[config.mk]
export PLATFORM = sky130hd
export DESIGN_NAME = tx_pacing_scheduler
export DESIGN_NICKNAME = d
export VERILOG_FILES = /design/src/rtl/tx_pacing_scheduler.sv
export SDC_FILE = /design/constraint.sdc
export NUM_CORES = 1
export LEC_CHECK = 0
export CORE_UTILIZATION = 48
export CTS_CLUSTER_DIAMETER = 120
export DETAILED_ROUTE_END_ITERATION = 10
export PLACE_DENSITY = 0.81
export SYNTH_ARGS = -nofsm -noshare
export SYNTH_HDL_FRONTEND = slang
export SYNTH_SLANG_ARGS = --single-unit
[constraint.sdc]
create_clock -name clk -period 8.3 [get_ports clk]
set_input_delay 0.83 -clock clk [delete_from_list [all_inputs] [get_ports clk]]
set_output_delay 0.83 -clock clk [all_outputs]
set_load 0.01 [all_outputs]
[src/rtl/tx_pacing_scheduler.sv]
// Periodic transmit-request scheduler: decodes the switch word into rate, redundancy and
// segment settings and walks segment/copy indices with a req/ack handshake to the builder.
module tx_pacing_scheduler #(
  parameter int unsigned CntW      = 28,
  parameter int unsigned SegW      = 16,
  parameter int unsigned RedW      = 8,
  parameter int unsigned OvrW      = 16,
  parameter int unsigned SegStep   = 50,
  parameter int unsigned MinPeriod = 30
) (
  input  logic            clk,
  input  logic            rst,
  input  logic            en_i,
  input  logic [7:0]      switches_i,
  output logic            tx_req_o,
  input  logic            tx_ack_i,
  output logic [SegW-1:0] seg_idx_o,
  output logic [RedW-1:0] copy_idx_o,
  output logic            group_done_o,
  output logic [OvrW-1:0] overrun_cnt_o,
  output logic [CntW-1:0] cur_period_o,
  output logic [SegW-1:0] cur_seg_max_o,
  output logic [RedW-1:0] cur_red_o
);

  typedef enum logic [0:0] {StIdle, StRun} state_e;

  state_e          state_q, state_d;
  logic [CntW-1:0] cnt_q, cnt_d;
  logic            tx_req_q, tx_req_d;
  logic [SegW-1:0] seg_q, seg_d;
  logic [RedW-1:0] copy_q, copy_d;
  logic            group_done_q, group_done_d;
  logic [OvrW-1:0] ovr_q, ovr_d;
  logic [CntW-1:0] period_q, period_d;
  logic [SegW-1:0] seg_max_q, seg_max_d;
  logic [RedW-1:0] red_q, red_d;

  logic [CntW-1:0] sw_period;
  logic [SegW-1:0] sw_seg_max;
  logic [RedW-1:0] sw_red;
  logic            tick, last_copy, last_seg;

  always_comb begin
    case (switches_i[3:0])
      4'h0:    sw_period = CntW'(124999999);
      4'h1:    sw_period = CntW'(62499999);
      4'h2:    sw_period = CntW'(12499999);
      4'h3:    sw_period = CntW'(6249999);
      4'h4:    sw_period = CntW'(2499999);
      4'h5:    sw_period = CntW'(1249999);
      4'h6:    sw_period = CntW'(624999);
      4'h7:    sw_period = CntW'(249999);
      4'h8:    sw_period = CntW'(124999);
      4'h9:    sw_period = CntW'(62499);
      4'hA:    sw_period = CntW'(24999);
      4'hB:    sw_period = CntW'(12499);
      4'hC:    sw_period = CntW'(6249);
      4'hD:    sw_period = CntW'(2499);
      4'hE:    sw_period = CntW'(1249);
      default: sw_period = CntW'(MinPeriod);
    endcase
    sw_red     = RedW'({switches_i[5:4], 1'b1});
    sw_seg_max = (switches_i[7:6] == 2'd0) ? SegW'(1)
                                           : SegW'(switches_i[7:6]) * SegW'(SegStep);
  end

  // >= rather than == so a relatch to a shorter period mid-count cannot run the counter away
  assign tick      = (state_q == StRun) && (cnt_q >= period_q);
  assign last_copy = (copy_q == red_q - RedW'(1));
  assign last_seg  = (seg_q == seg_max_q - SegW'(1));

  always_comb begin
    state_d      = state_q;
    cnt_d        = cnt_q;
    tx_req_d     = tx_req_q;
    seg_d        = seg_q;
    copy_d       = copy_q;
    group_done_d = 1'b0;
    ovr_d        = ovr_q;
    period_d     = period_q;
    seg_max_d    = seg_max_q;
    red_d        = red_q;

    unique case (state_q)
      StIdle: begin
        cnt_d    = '0;
        tx_req_d = 1'b0;
        if (en_i) begin
          state_d   = StRun;
          seg_d     = '0;
          copy_d    = '0;
          period_d  = sw_period;
          seg_max_d = sw_seg_max;
          red_d     = sw_red;
        end
      end
      StRun: begin
        cnt_d = tick ? '0 : cnt_q + CntW'(1);
        if (tick && tx_req_q && !(&ovr_q)) begin
          ovr_d = ovr_q + OvrW'(1);
        end
        if (tx_req_q) begin
          if (tx_ack_i) begin
            tx_req_d = 1'b0;
            copy_d   = copy_q + RedW'(1);
            if (last_copy) begin
              copy_d = '0;
              seg_d  = seg_q + SegW'(1);
              if (last_seg) begin
                seg_d        = '0;
                group_done_d = 1'b1;
                period_d     = sw_period;
                seg_max_d    = sw_seg_max;
                red_d        = sw_red;
              end
            end
            if (!en_i) state_d = StIdle;
          end
        end else if (!en_i) begin
          state_d = StIdle;
        end else if (tick) begin
          tx_req_d = 1'b1;
        end
      end
      default: state_d = StIdle;
    endcase
  end

  always_ff @(posedge clk or posedge rst) begin
    if (rst) begin
      state_q      <= StIdle;
      cnt_q        <= '0;
      tx_req_q     <= 1'b0;
      seg_q        <= '0;
      copy_q       <= '0;
      group_done_q <= 1'b0;
      ovr_q        <= '0;
      period_q     <= '0;
      seg_max_q    <= SegW'(1);
      red_q        <= RedW'(1);
    end else begin
      state_q      <= state_d;
      cnt_q        <= cnt_d;
      tx_req_q     <= tx_req_d;
      seg_q        <= seg_d;
      copy_q       <= copy_d;
      group_done_q <= group_done_d;
      ovr_q        <= ovr_d;
      period_q     <= period_d;
      seg_max_q    <= seg_max_d;
      red_q        <= red_d;
    end
  end

  assign tx_req_o      = tx_req_q;
  assign seg_idx_o     = seg_q;
  assign copy_idx_o    = copy_q;
  assign group_done_o  = group_done_q;
  assign overrun_cnt_o = ovr_q;
  assign cur_period_o  = period_q;
  assign cur_seg_max_o = seg_max_q;
  assign cur_red_o     = red_q;

endmodule

Yosys cells after proc, flatten, opt, wreduce, memory -nomap -nowiden --
Memories as Yosys holds them, arrays and structs flattened. Index checks and enable logic that the tools add are counted.
Operators by class: $mul 1, multiplexer cells 46, reduce and logical (&&, ||, !) cells 10, add/sub/neg operators 6, eq/ne operators 7, bitwise gates (word level) 1, $lt $le $gt $ge 1
Operators with widths (number):
- $mux W28 | 6
- $mux W16 | 10
- $pmux W28 S2 | 2
- $mux W8 | 10
- $pmux W16 S2 | 2
- $add A16 B1 Y16 const B | 2
- $pmux W8 S2 | 2
- $add A28 B1 Y28 const B | 1
- $ge A28 B28 Y1 | 1
- $eq A16 B16 Y1 | 1
- $reduce_and A16 Y1 | 1
- $sub A16 B1 Y16 const B | 1
- $mux W1 | 12
- $add A8 B1 Y8 const B | 1
- $eq A8 B8 Y1 | 1
- $sub A8 B1 Y8 const B | 1
- $mul A2 B5 Y7 const B | 1
- $ne A2 B1 Y1 const B | 3
- $reduce_and A5 Y1 | 1
- $ne A2 B2 Y1 const B | 2
- $pmux W1 S2 | 2
- $reduce_and A4 Y1 | 1
- $logic_and A1 B1 Y1 | 3
- $reduce_and A3 Y1 | 1
- other kinds (4) | 4
Word-level totals: bits in read-only memories 432, bits of input ports 12, bits in registers 123, memories 1, output and inout bits 94
Memories:
- (no name shown) | depth 16, bits a word 27, read ports 1, clocked after Yosys merged registers in 0, write ports 0, RTL line 45 | case (switches_i[3:0])

Logic depth before layout (Yosys ltp) --
Gate-level depths: netlist of the first run.
word-level depth 7, mapped depth 13, depth with buffers taken out 11

Worst setup path after synthesis of the first run --
OpenSTA, ideal clock, no wires.
path kind reg-to-reg, start register seg_max_q[0] (netlist: cur_seg_max_o[0]), end register red_q[1] (netlist: cur_red_o[1]), library setup time 125 ps, arrival 2575 ps, required time 8175 ps, cell stages (with the launch flop) 11, buffers on the path 1, path slack 5601 ps, cells stage by stage dfstp_2 > inv_1 > ha_1 > ha_1 > xor2_1 > nor2_1 > o31ai_1 > a2111o_1 > o21ai_4 > buf_6 > mux2_2
On the way: longest elaborated chain between the ends 4
RTL lines:
- start: declaration | RTL line 36 | logic [SegW-1:0] seg_max_q, seg_max_d;
- start signal: assignment | RTL line 140 | seg_max_q <= SegW'(1);
- start signal: assignment | RTL line 151 | seg_max_q <= seg_max_d;
- $sub A16 B1 Y16 | RTL line 71 | assign last_seg = (seg_q == seg_max_q - SegW'(1));
- $eq A16 B16 Y1 | RTL line 71
- $ne A2 B1 Y1 (no source line)
- $reduce_and A5 Y1 (no source line)
- end signal: assignment | RTL line 141 | red_q <= RedW'(1);
- end signal: assignment | RTL line 152 | red_q <= red_d;
- end: declaration | RTL line 37 | logic [RedW-1:0] red_q, red_d;
No other way between the ends. A chain may end at the register's enable or synchronous reset.

Worst setup path in the final report of the first run --
Ends and elaborated chain as after synthesis.

==> impl_metrics.csv, run 1 <==
group,metric,value,unit
clock_tree,clk_pin_slew,70,ps
global_route,grt.overflow.total,0,
timing,setup_viol,0,
cells_and_area,num-nets-final,802,
clock_tree,clk_path_buf_depth,2,
die,coreArea,0.01257,mm^2
timing,finalCritPeriodShare,0.4216,
critical_path,crit_path_end_kind,"flip-flop",
route,vias_per_cell,5.327,
synth,synth_top_cell_by_area,"dfrtp_1",
timing,setup_tns,0,ps
timing,relSlewSlack,0.2595,
synth,synth_top_area_share,0.4215,
placement,dpl.cell_count,908,
global_route,grt.total_usage,0.2213,
pwr,p_leak,3.324,nW
critical_path,crit_type,"reg -> reg",
clock_tree,cts_sinks,105,
pwr,max-vdd-ir-drop,0.0001267,V
cells_and_area,syn2layout_area_growth,20.41,%
timing,slew_viol_final,0,
synth,synth_seq_cells,105,
pwr,p_sw,0.0003407,W
pwr,pwr-share-clk,0.372,
placement,place_hpwl,9.731,mm
route,num_vias,4922,
pwr,pwr-share-comb,0.179,
die,rows,41,
synth,synthTopCellsByArea,"dfrtp_1, ha_1, xnor2_1, nor2_1, xor2_1",
timing,rsz0062_at_grt,"false",
pwr,intPower,0.0009238,W
cells_and_area,final_util,0.5915,
route,drc,0,
timing,finalHoldViolCount,0,
timing,finClkSkew,10.00,ps
die,die_x,115.4,um
synth,yosysWarningCount,0,
cells_and_area,fin_cells,924,
die,start_util,0.4913,
run,max_cap_violations,0,
route,drtIter0Drc,246,
pwr,p_per_area,170.1,mW/mm^2
pwr,pwr-share-seq,0.450,
die,die_area,0.01332,mm^2
synth,syn_avg_cell_area,9.216,um^2
worst_hold_path,holdCritStartpoint,"overrun_cnt_o[4]",
synth,synth_cell_types,53,
critical_path,startpoint,"cur_seg_max_o[0]",
route,avgRoutedWirePerCell,14.71,um
synth,synth-async-reset-ratio,1.000,
global_route,grt_pass1_wl,22.76,mm
placement,port_buffers,89,
global_route,grt_pass1_vias,4632,
clock_tree,cts_tree,"built",
status,outcome,"finished clean",
clock_tree,clk_latency,360,ps
synth,synth_flop_cell,"dfrtp_1",
synth,syn_inst,670,
synth,syn_area,0.006175,mm^2
synth,synth-seq-area-share,0.4257,
synth,synth.most_common_cell,"dfrtp_1",
clock_tree,postCtsSetupRepairBufs,0,
die,fp.dieH,115.4,um
route,ant_nets,0,
timing,tightest_slew,1107,ps
clock_tree,clockRootBuffer,"clkbuf_16",
synth,synth.top_cells.by_count,"dfrtp_1, nor2_1, nand2_1",
worst_hold_path,hold_class,"reg -> reg",
route,drt-pass1-iter-count,6,
cells_and_area,drive_above_1_share,0.04122,
clock_tree,post_cts_resize_count,0,
global_route,grt_antenna_before_repair,0,
critical_path,start_kind,"flip-flop",
cells_and_area,antenna_cells,0,
clock_tree,htreeDepth,3,
clock_tree,cts_inserted_buffers,9,
route,totalWireLength,13.59,mm
critical_path,critPathMaxFanout,65,
timing,clock.fmax,0.2858,GHz
placement,place_congestion,0.8825,
synth,synth_edf_count,0,
critical_path,rr_startpoint,"cur_seg_max_o[0]",
clock_tree,hold_buffers,0,
global_route,grt_start_max_net_pins,79,
critical_path,crit_arrival,3740,ps
pwr,swShare,0.2695,
die,io_pins,106,
critical_path,required,8540,ps
timing,min_period,3499,ps
==> cell families (layout without fill, tap and decap cells) <==
kind of cell	after synthesis	after routing	synth area share
buffers and inverters	90	158	0.07153
xor gates and xnor gates	69	69	0.09787
and+or+nand+nor	246	246	0.1925
AOI/OAI and AO/OA	102	102	0.09990
muxes	13	13	0.02411
DFF	105	105	0.4257
adders and majority gates	43	43	0.08713
other	2	16	0.001216
==> path summary, 6_finish.rpt <==
path                            slack (ps)  depth (start not counted)          endpoint
min in group asynchronous              800                          2     copy_idx_o[5]
max in group asynchronous             6220                          3         cnt_q[11]
worst max-delay path                  4800                         10      cur_red_o[1]
worst min register to register         490                          1  overrun_cnt_o[4]
worst max register to register        4800                         10      cur_red_o[1]
worst min-delay path                   490                          1  overrun_cnt_o[4]
==> state kept, by name, indices dropped and copies added (netlist names) <==
register and cells:
cur_red_o 2, seg_idx_o 16, group_done_o 1, cur_period_o 26
cur_seg_max_o 6, overrun_cnt_o 16, tx_req_o 1, state_q 1
cnt_q 28, copy_idx_o 8
==> area by class of cell <==
type,instances,area (um^2)
Fill cell,1082,5134
Multi-Input combinational cell,489,3157
Sequential cell,105,2629
Timing Repair Buffer,92,913.4
Clock buffer,12,256.5
Tap cell,172,215.2
Inverter,50,190.2
Clock inverter,4,73.82
==> layout by cell type (no fill, tap or decap), drive strengths merged, types with 7 or more instances in the layout <==
cell	n
a21oi	32
nor3	7
clkdlybuf4s50	89
and3	14
ha	43
mux2i	7
dfrtp	104
clkbuf	12
inv	51
xnor2	38
conb	16
nand3	29
nor2	87
o21ai	40
nand4	21
xor2	31
nand2	56
==> through the flow <==
step | cell area [um^2] | hold WS (ps) | setup WS (ps) | total power, W
2_1_floorplan | 6227 | 468.0 | 4711 | 0.0007140
3_3_place_gp | 7104 | 482.1 | 4926 | 0.0007974
3_5_place_dp | 7104 | 490.8 | 4868 | 0.0008015
5_1_grt | 7435 | 524.2 | 4592 | 0.001326
4_1_cts | 7435 | 500.2 | 4817 | 0.001273
6_report | 7435 | 490.1 | 4801 | 0.001265
==> worst max-delay path: stages, from the launching register on <==
cell      delay, ps
dfstp_2         590
inv_1            80
ha_1            220
ha_1            240
xor2_1          200
nor2_1          170
o31ai_1          90
a2111o_1        460
o21ai_4         340
buf_4           570
mux2_2          400
==> layer usage <==
metal | vias to the layer above | GRT usage | share of wire
met1 | 2358 | 0.2996 | 0.46
met2 | 140 | 0.3421 | 0.46
met5 | - | 0 | 0
li1 | 2398 | - | -
met3 | 26 | 0.04969 | 0.059
met4 | 0 | 0.09610 | 0.024
==> power groups by stage <==
stage          registers [W]  clock network, W  logic [W]
6_report            0.000569          0.000470   0.000226
3_5_place_dp        0.000579                 0   0.000223
4_1_cts             0.000569          0.000477   0.000227
5_1_grt             0.000573          0.000501   0.000252
3_3_place_gp        0.000578                 0   0.000219
2_1_floorplan       0.000583                 0   0.000131
Power figures use the tool's default switching activity.
==> inputs of run 2 (changes only) <==
==> constraint.sdc (replaced) <==
create_clock -name clk -period 3.3 [get_ports clk]
set_input_delay 0.33 -clock clk [delete_from_list [all_inputs] [get_ports clk]]
set_output_delay 0.33 -clock clk [all_outputs]
set_load 0.01 [all_outputs]
==> impl_metrics.csv, run 2 (synthesis gave the netlist of run 1 again) <==
group,metric,value,unit
cells_and_area,drive_above_1_share,0.05013,
die,io_pins,106,
critical_path,crit_type,"reg -> reg",
timing,finalHoldViolCount,0,
clock_tree,postCtsSetupRepairBufs,0,
timing,setup_tns,0,ps
route,drtIter0Drc,302,
worst_hold_path,hold_class,"in -> async",
timing,holdWs,418.0,ps
critical_path,reg2reg_depth,11,
die,rows,41,
cells_and_area,antenna_cells,0,
status,outcome,"finished clean",
route,vias_per_cell,5.289,
critical_path,critPathMaxFanout,15,
route,ant_nets,0,
cells_and_area,mostFrequentLayoutCells,"dfrtp_1, clkdlybuf4s50_1, nor2_1",
die,die_area,0.01332,mm^2
global_route,grt_pass1_vias,4734,
cells_and_area,syn2layout_area_growth,21.52,%
cells_and_area,num-nets-final,809,
die,fp.dieH,115.4,um
clock_tree,clk_pin_slew,70,ps
cells_and_area,largest_reg_flops,28,
timing,rsz0062_at_grt,"false",
timing,relSlewSlack,0.3561,
timing,setup_viol,0,
pwr,p_leak,3.363,nW
cells_and_area,top_register,"cnt_q",
cells_and_area,final_util,0.5970,
timing,finClkSkew,9.108,ps
clock_tree,cts_sinks,105,
route,num_vias,4919,
cells_and_area,fin_area,0.007503,mm^2
route,drt-pass1-iter-count,4,
critical_path,r2r_end,"cur_period_o[1]",
die,start_util,0.4913,
clock_tree,htreeDepth,3,
die,die_x,115.4,um
critical_path,crit_arrival,3270,ps
timing,finalCritPeriodShare,0.9110,
global_route,grt.overflow.total,0,
cells_and_area,layout_commonest_cell,"dfrtp_1",
placement,port_buffers,89,
critical_path,rr_startpoint,"cur_seg_max_o[4]",
timing,tightest_slew,962.9,ps
pwr,power,0.003147,W
critical_path,rrSetupSlack,290,ps
clock_tree,clk_latency,360,ps
route,avgRoutedWirePerCell,14.91,um
global_route,grt_antenna_before_repair,0,
global_route,grt_pass1_wl,23.37,mm
pwr,max-vdd-ir-drop,0.0002704,V
critical_path,start_kind,"flip-flop",
clock_tree,post_cts_resize_count,0,
run,max_cap_violations,0,
clock_tree,cts_tree,"built",
clock_tree,clk_path_buf_depth,2,
die,coreArea,0.01257,mm^2
placement,place_congestion,0.8667,
timing,slew_viol_final,0,
clock_tree,hold_buffers,0,
clock_tree,clockRootBuffer,"clkbuf_16",
critical_path,required,3560,ps
timing,min_period,3006,ps
placement,place_hpwl,10.15,mm
critical_path,crit_path_end_kind,"flip-flop",
global_route,grt_start_max_net_pins,57,
clock_tree,cts_inserted_buffers,9,
global_route,grt.total_usage,0.2257,
placement,dpl_cell_area,0.007194,mm^2
route,totalWireLength,13.86,mm
pwr,p_per_area,419.4,mW/mm^2
timing,clock.fmax,0.3326,GHz
route,drc,0,
-- run 2: changes by cell type in the layout (fill, tap and decap cells not counted), sizes merged --
| cell | change |
|---|---|
| clkinv | +3 |
| clkbuf | -3 |
| buf | +7 |
| inv | -1 |
-- run 2: layout make-up --
cell class                 instances  area (um^2)
sequential                       105         2629
fill                            1079         5065
timing repair buffer              99         1003
multi-input combinational        489         3157
clock inverter                     6        83.83
clock buffer                       9        225.2
inverter                          50        190.2
tap                              172        215.2
-- run 2: worst max path at each step --
stage                             to  slack (ps)  cells past startpoint              from
finish               cur_period_o[1]         290                     11  cur_seg_max_o[4]
global route         cur_period_o[1]          90                     12  cur_seg_max_o[4]
CTS                 cur_period_o[17]         300                     10  cur_seg_max_o[0]
detailed placement   cur_period_o[1]         310                     11  cur_seg_max_o[0]
global placement     cur_period_o[1]         410                     10  cur_seg_max_o[4]
floorplan                   cnt_q[0]         210                      1               rst
-- run 2: power by group --
part	internal, W	leakage (nW)	switching (W)
logic	0.000271	1.81	0.000306
registers	0.00135	1.40	0.0000762
clock network	0.000658	0.155	0.000483
total	0.00228	3.36	0.000865
-- run 2: through the flow --
| stage | setup slack (ps) | std cells |
|---|---|---|
| detailed placement | 306.8 | 915 |
| global placement | 414.5 | 915 |
| floorplan | 211.1 | 684 |
| CTS | 299.7 | 930 |
| global route | 90.41 | 930 |
| finish | 293.7 | 930 |
-- run 2: worst max-delay path, cell delays in order, from the launching register on --
cell,delay (ps)
dfrtp_1,530
inv_1,120
ha_1,220
ha_1,220
xor2_1,180
nor2_1,180
o31ai_1,100
a2111o_1,470
o21ai_4,450
buf_4,240
nor2_1,50
a41oi_1,150
-- run 2: metal layers --
layer / vias to the layer above / global-route usage / share of wire
met3: 20 / 0.04864 / 0.058
met4: 0 / 0.08658 / 0.019
met2: 135 / 0.3581 / 0.47
met5: - / 0 / 0
li1: 2418 / - / -
met1: 2346 / 0.3033 / 0.46
==> inputs of run 3 (changes only) <==
--- a/config.mk
+++ b/config.mk
@@ -5,6 +5,7 @@
 export SDC_FILE = /design/constraint.sdc
 export NUM_CORES = 1
 export LEC_CHECK = 0
+export CORE_ASPECT_RATIO = 0.7
 export CORE_UTILIZATION = 48
 export CTS_CLUSTER_DIAMETER = 120
 export DETAILED_ROUTE_END_ITERATION = 10
==> impl_metrics.csv, run 3 (synthesis gave the netlist of run 1 again) <==
group,metric,value,unit
status,outcome,"finished clean",
pwr,pwr-share-clk,0.352,
die,io_pins,106,
clock_tree,htreeDepth,3,
pwr,power,0.003118,W
die,start_util,0.4954,
route,num_vias,5069,
timing,finalHoldViolCount,0,
global_route,grtUsageMet2,0.3382,
placement,place_hpwl,10.89,mm
global_route,grt_start_max_net_pins,50,
global_route,grt.total_usage,0.2272,
placement,place_congestion,0.8701,
cells_and_area,syn2layout_area_growth,20.81,%
cells_and_area,antenna_cells,0,
timing,rsz0062_at_grt,"false",
die,rows,34,
timing,min_period,3055,ps
timing,setup_viol,0,
cells_and_area,mostFrequentLayoutCells,"dfrtp_1, clkdlybuf4s50_1, nor2_1",
clock_tree,cts_sinks,105,
cells_and_area,nFillCells,1039,
pwr,p_sw,0.0009013,W
cells_and_area,fin_cells,919,
clock_tree,cts_inserted_buffers,9,
die,die_area,0.01333,mm^2
pwr,pwr-share-seq,0.459,
pwr,p_per_area,418.0,mW/mm^2
cells_and_area,register_area,0.002629,mm^2
timing,finClkSkew,10.29,ps
cells_and_area,drive_above_1_share,0.04888,
global_route,grt.busiest_layer,"met2",
timing,clock.fmax,0.3273,GHz
die,fp.dieH,96.90,um
clock_tree,postCtsSetupRepairBufs,0,
critical_path,start_kind,"flip-flop",
pwr,p_leak,3.336,nW
timing,setup_slack,244.9,ps
route,drt-pass1-iter-count,5,
route,avgRoutedWirePerCell,15.93,um
clock_tree,clk_latency,350,ps
clock_tree,clockRootBuffer,"clkbuf_16",
global_route,grt_antenna_before_repair,0,
timing,relSlewSlack,0.3355,
global_route,met1_usage,0.3364,
cells_and_area,num-nets-final,807,
pwr,max-vdd-ir-drop,0.0002857,V
timing,slew_viol_final,0,
run,max_cap_violations,0,
cells_and_area,top_register,"cnt_q",
critical_path,crit_arrival,3290,ps
placement,dpl.cell_count,903,
cells_and_area,largest_reg_flops,28,
route,drc,0,
clock_tree,clk_pin_slew,80,ps
route,totalWireLength,14.64,mm
die,die_x,137.6,um
global_route,use_met3,0.04455,
critical_path,crit_path_end_kind,"flip-flop",
global_route,grt_pass1_wl,24.05,mm
pwr,intPower,0.002217,W
critical_path,required,3530,ps
worst_hold_path,hold_class,"in -> async",
timing,finalCritPeriodShare,0.9258,
clock_tree,hold_buffers,0,
route,vias_per_cell,5.516,
route,ant_nets,0,
placement,port_buffers,89,
cells_and_area,multi_input_area,0.003157,mm^2
timing,setup_tns,0,ps
route,drtIter0Drc,348,
clock_tree,cts_tree,"built",
global_route,grt.overflow.total,0,
timing,holdWs,328.8,ps
pwr,pwr-share-comb,0.189,
cells_and_area,layout_commonest_cell,"dfrtp_1",
timing,tightest_slew,993.7,ps
global_route,grt_pass1_vias,4814,
placement,pre_cts_slack,324.7,ps
clock_tree,post_cts_resize_count,0,
critical_path,crit_type,"reg -> reg",
die,coreArea,0.01246,mm^2
clock_tree,clk_path_buf_depth,2,
critical_path,critPathMaxFanout,28,
pwr,swShare,0.2890,
[run 3: through the flow]
step | utilization | instance area, um^2
final | 0.5985 | 7460
after global routing | 0.5985 | 7460
after CTS | 0.5985 | 7460
after detailed placement | 0.5740 | 7154
after global placement | 0.5740 | 7154
after floorplan | - | 6227
[run 3: worst paths after layout]
path	from	endpoint	slack, ps	cells after the start
max	cur_seg_max_o[0]	cur_red_o[2]	240	10
min	rst	copy_idx_o[5]	330	2
max reg2reg	cur_seg_max_o[0]	cur_red_o[2]	240	10
min reg2reg	overrun_cnt_o[4]	overrun_cnt_o[4]	500	1
max in group asynchronous	rst	cur_period_o[9]	2260	3
min in group clk	overrun_cnt_o[4]	overrun_cnt_o[4]	500	1
[run 3: critical path: stages, from the launching register on]
cell	delay, ps
dfstp_2	600
inv_1	80
ha_1	220
ha_1	230
xor2_1	200
nor2_1	180
o31ai_1	100
a2111o_1	470
o21ai_4	200
buf_4	300
mux2_2	370
[run 3: layer usage]
| layer | part of all wire | vias to the layer above |
|---|---|---|
| li1 | - | 2414 |
| met2 | 0.45 | 177 |
| met3 | 0.060 | 19 |
| met4 | 0.012 | 0 |
| met5 | 0 | - |
| met1 | 0.48 | 2459 |
[run 3: area by class of cell]
type | count | area share
well taps | 162 | 0.02717
clock inverters | 7 | 0.01073
flip-flops and latches | 105 | 0.3524
inverters | 50 | 0.02549
clock buffers | 9 | 0.03019
multi-input cells | 489 | 0.4232
repair buffers | 97 | 0.1308
[run 3: power groups by stage]
stage	combinational, W	clock (W)	sequential (W)
finish	0.000591	0.00110	0.00143
global route	0.000647	0.00116	0.00144
CTS	0.000591	0.00112	0.00143
detailed placement	0.000585	0	0.00146
global placement	0.000565	0	0.00145
floorplan	0.000329	0	0.00147
==> RTL edit (config.mk and constraints of run 3) <==
`SegW`: 16 -> 32.
--- a/src/rtl/tx_pacing_scheduler.sv
+++ b/src/rtl/tx_pacing_scheduler.sv
@@ -2,7 +2,7 @@
 // segment settings and walks segment/copy indices with a req/ack handshake to the builder.
 module tx_pacing_scheduler #(
   parameter int unsigned CntW      = 28,
-  parameter int unsigned SegW      = 16,
+  parameter int unsigned SegW      = 32,
   parameter int unsigned RedW      = 8,
   parameter int unsigned OvrW      = 16,
   parameter int unsigned SegStep   = 50,
Interface: changed (resized cur_seg_max_o and seg_idx_o); port bits go from 106 to 138. No check against the original RTL was run, so the function may have changed too.
==> RTL edit against run 3 <==
Synthesized cell count up 17%; count of clock-buffer cells in the layout up 9; sequential cell count up 16; critical endpoint is now cur_period_o[1]; area after synthesis up 17%; wire length up 20%; sequential share of layout area down 1.7 points; clock skew up 0.0016 ns; total power up 36%; first-iteration DRC count up 13%; setup slack better by 0.019 ns; design area up 21%.
==> RTL edit: results (changes against run 3) <==
- Layout cells sized above 1: 6.725% (was 4.888%)
- Global routing met1 resource utilization: 34.76% (was 33.64%)
- Crit-path max cell delay: 0.58 ns (was 0.60 ns)
- H-tree depth: 4 (was 3)
- Post-synth top cells: 120 x dfrtp_1, 100 x nor2_1, 66 x nand2_1, 61 x xor2_1, 44 x inv_1 (was 104 x dfrtp_1, 87 x nor2_1, 56 x nand2_1, 50 x inv_1, 43 x ha_1)
- Synth warn: 0 (unchanged)
- Synth area leaders: dfrtp_1 41%, ha_1 7.4%, xor2_1 7.4% (was dfrtp_1 42%, ha_1 8.7%, xnor2_1 5.4%)
- First-pass DRT Iterations: 7 (was 5)
- Cell count of the worst reg-to-reg path: 12 (was 10)
- Leakage: 4.106 nW (was 3.336 nW)
- Flop pwr share: 38.3% (was 45.9%)
- DR WL met3: 1464 um (was 875 um)
- Grt met3 use: 8.122% (was 4.455%)
- Distinct cell type count of the synthesized netlist: 63 (was 53)
- Worst setup path endpoint: cur_period_o[1] (was cur_red_o[2])
- Net switching power: 1.086 mW (was 0.9013 mW)
- DR vias/cell: 5.374 (was 5.516)
- Clk buf depth: 2 (unchanged)
- Total GRT Usage: 23.80% (was 22.72%)
- Worst VDD drop: 0.3498 mV (was 0.2857 mV)
- Largest net degree at the start of global routing: 55 (was 50)
- Clk_lat worst skew: 0.41 ns (was 0.35 ns)
- Nets: 949 (was 807)
- Post-CTS setup repair buffer count: 0 (unchanged)
- Drt wl/cell: 15.94 um (was 15.93 um)
- Compound-Gate Fraction of Synth Area: 8.725% (was 9.990%)
- Num CTS Buffers: 17 (was 9)
- Synth Area in XOR/XNOR: 10.52% (was 9.787%)
- Status: finished clean (unchanged)
- Port bufs: 105 (was 89)
- Sequential area share after synthesis: 41.83% (was 42.57%)
- Critical Path AT: 3.34 ns (was 3.29 ns)
- Max-slew headroom: 42.83% (was 33.55%)
- Max reg flops: 32 (was 28)
- Hpwl dp: 12,860 um (was 10,890 um)
- Adder-Cell Fraction of Synth Area: 7.429% (was 8.713%)
- Crit path max fanout: 14 (was 28)
- P per Cell Area: 470.3 nW/um^2 (was 418.0 nW/um^2)
- Placer Congestion: 0.9200 (was 0.8701)
- First-pass GRT wire length: 29,260 um (was 24,050 um)
- WL met1: 8422 um (was 6980 um)
- Initial DRC count: 393 (was 348)
- Vias in the first global route: 5,717 (was 4,814)
- Clk_skew: 0.01190 ns (was 0.01029 ns)
- Worst endpoint required time: 3.60 ns (was 3.53 ns)
- Post-synth top flop: dfrtp_1 (unchanged)
- Post-synthesis mux area share: 1.659% (was 2.411%)
- Worst Setup Slack post-DPL: 0.2624 ns (was 0.3247 ns)
- WL met2: 7571 um (was 6606 um)
- Final Slew Violations: 0 (unchanged)
- Clock Pin Slew Worst Setup and Hold Paths: 0.06 ns (was 0.08 ns)
==> RTL edit: cell count changes after synthesis, moves of 7 or more <==
cell            run 3  this run
a21oi_1            32        21
and2_1              1         8
and3_1             14        21
buf_4              22        39
dfrtp_1           104       120
nand2_1            56        66
nand3_1            29        39
nor2_1             87       100
nor3_1              7        22
nor4_1              2         9
o21ai_0            39        23
o21ai_1             0        11
xnor2_1            38        26
xor2_1             31        61
==> RTL edit: layout make-up <==
class                   instances  area (um^2)
well taps                     195        244.0
multi-input cells             590         3745
fillers                      1266         5695
clock inverters                14        221.5
repair buffers                120         1189
flip-flops and latches        121         3029
clock buffers                  18        429.2
inverters                      44        168.9
==> RTL edit: through the flow <==
stage               hold slack, ns  instance area [um^2]  cells
finish                      0.4256                  9026   1102
global route                0.4970                  9026   1102
CTS                         0.4380                  9026   1102
detailed placement          0.4805                  8376   1070
global placement            0.4757                  8376   1070
floorplan                   0.4280                  7358    817
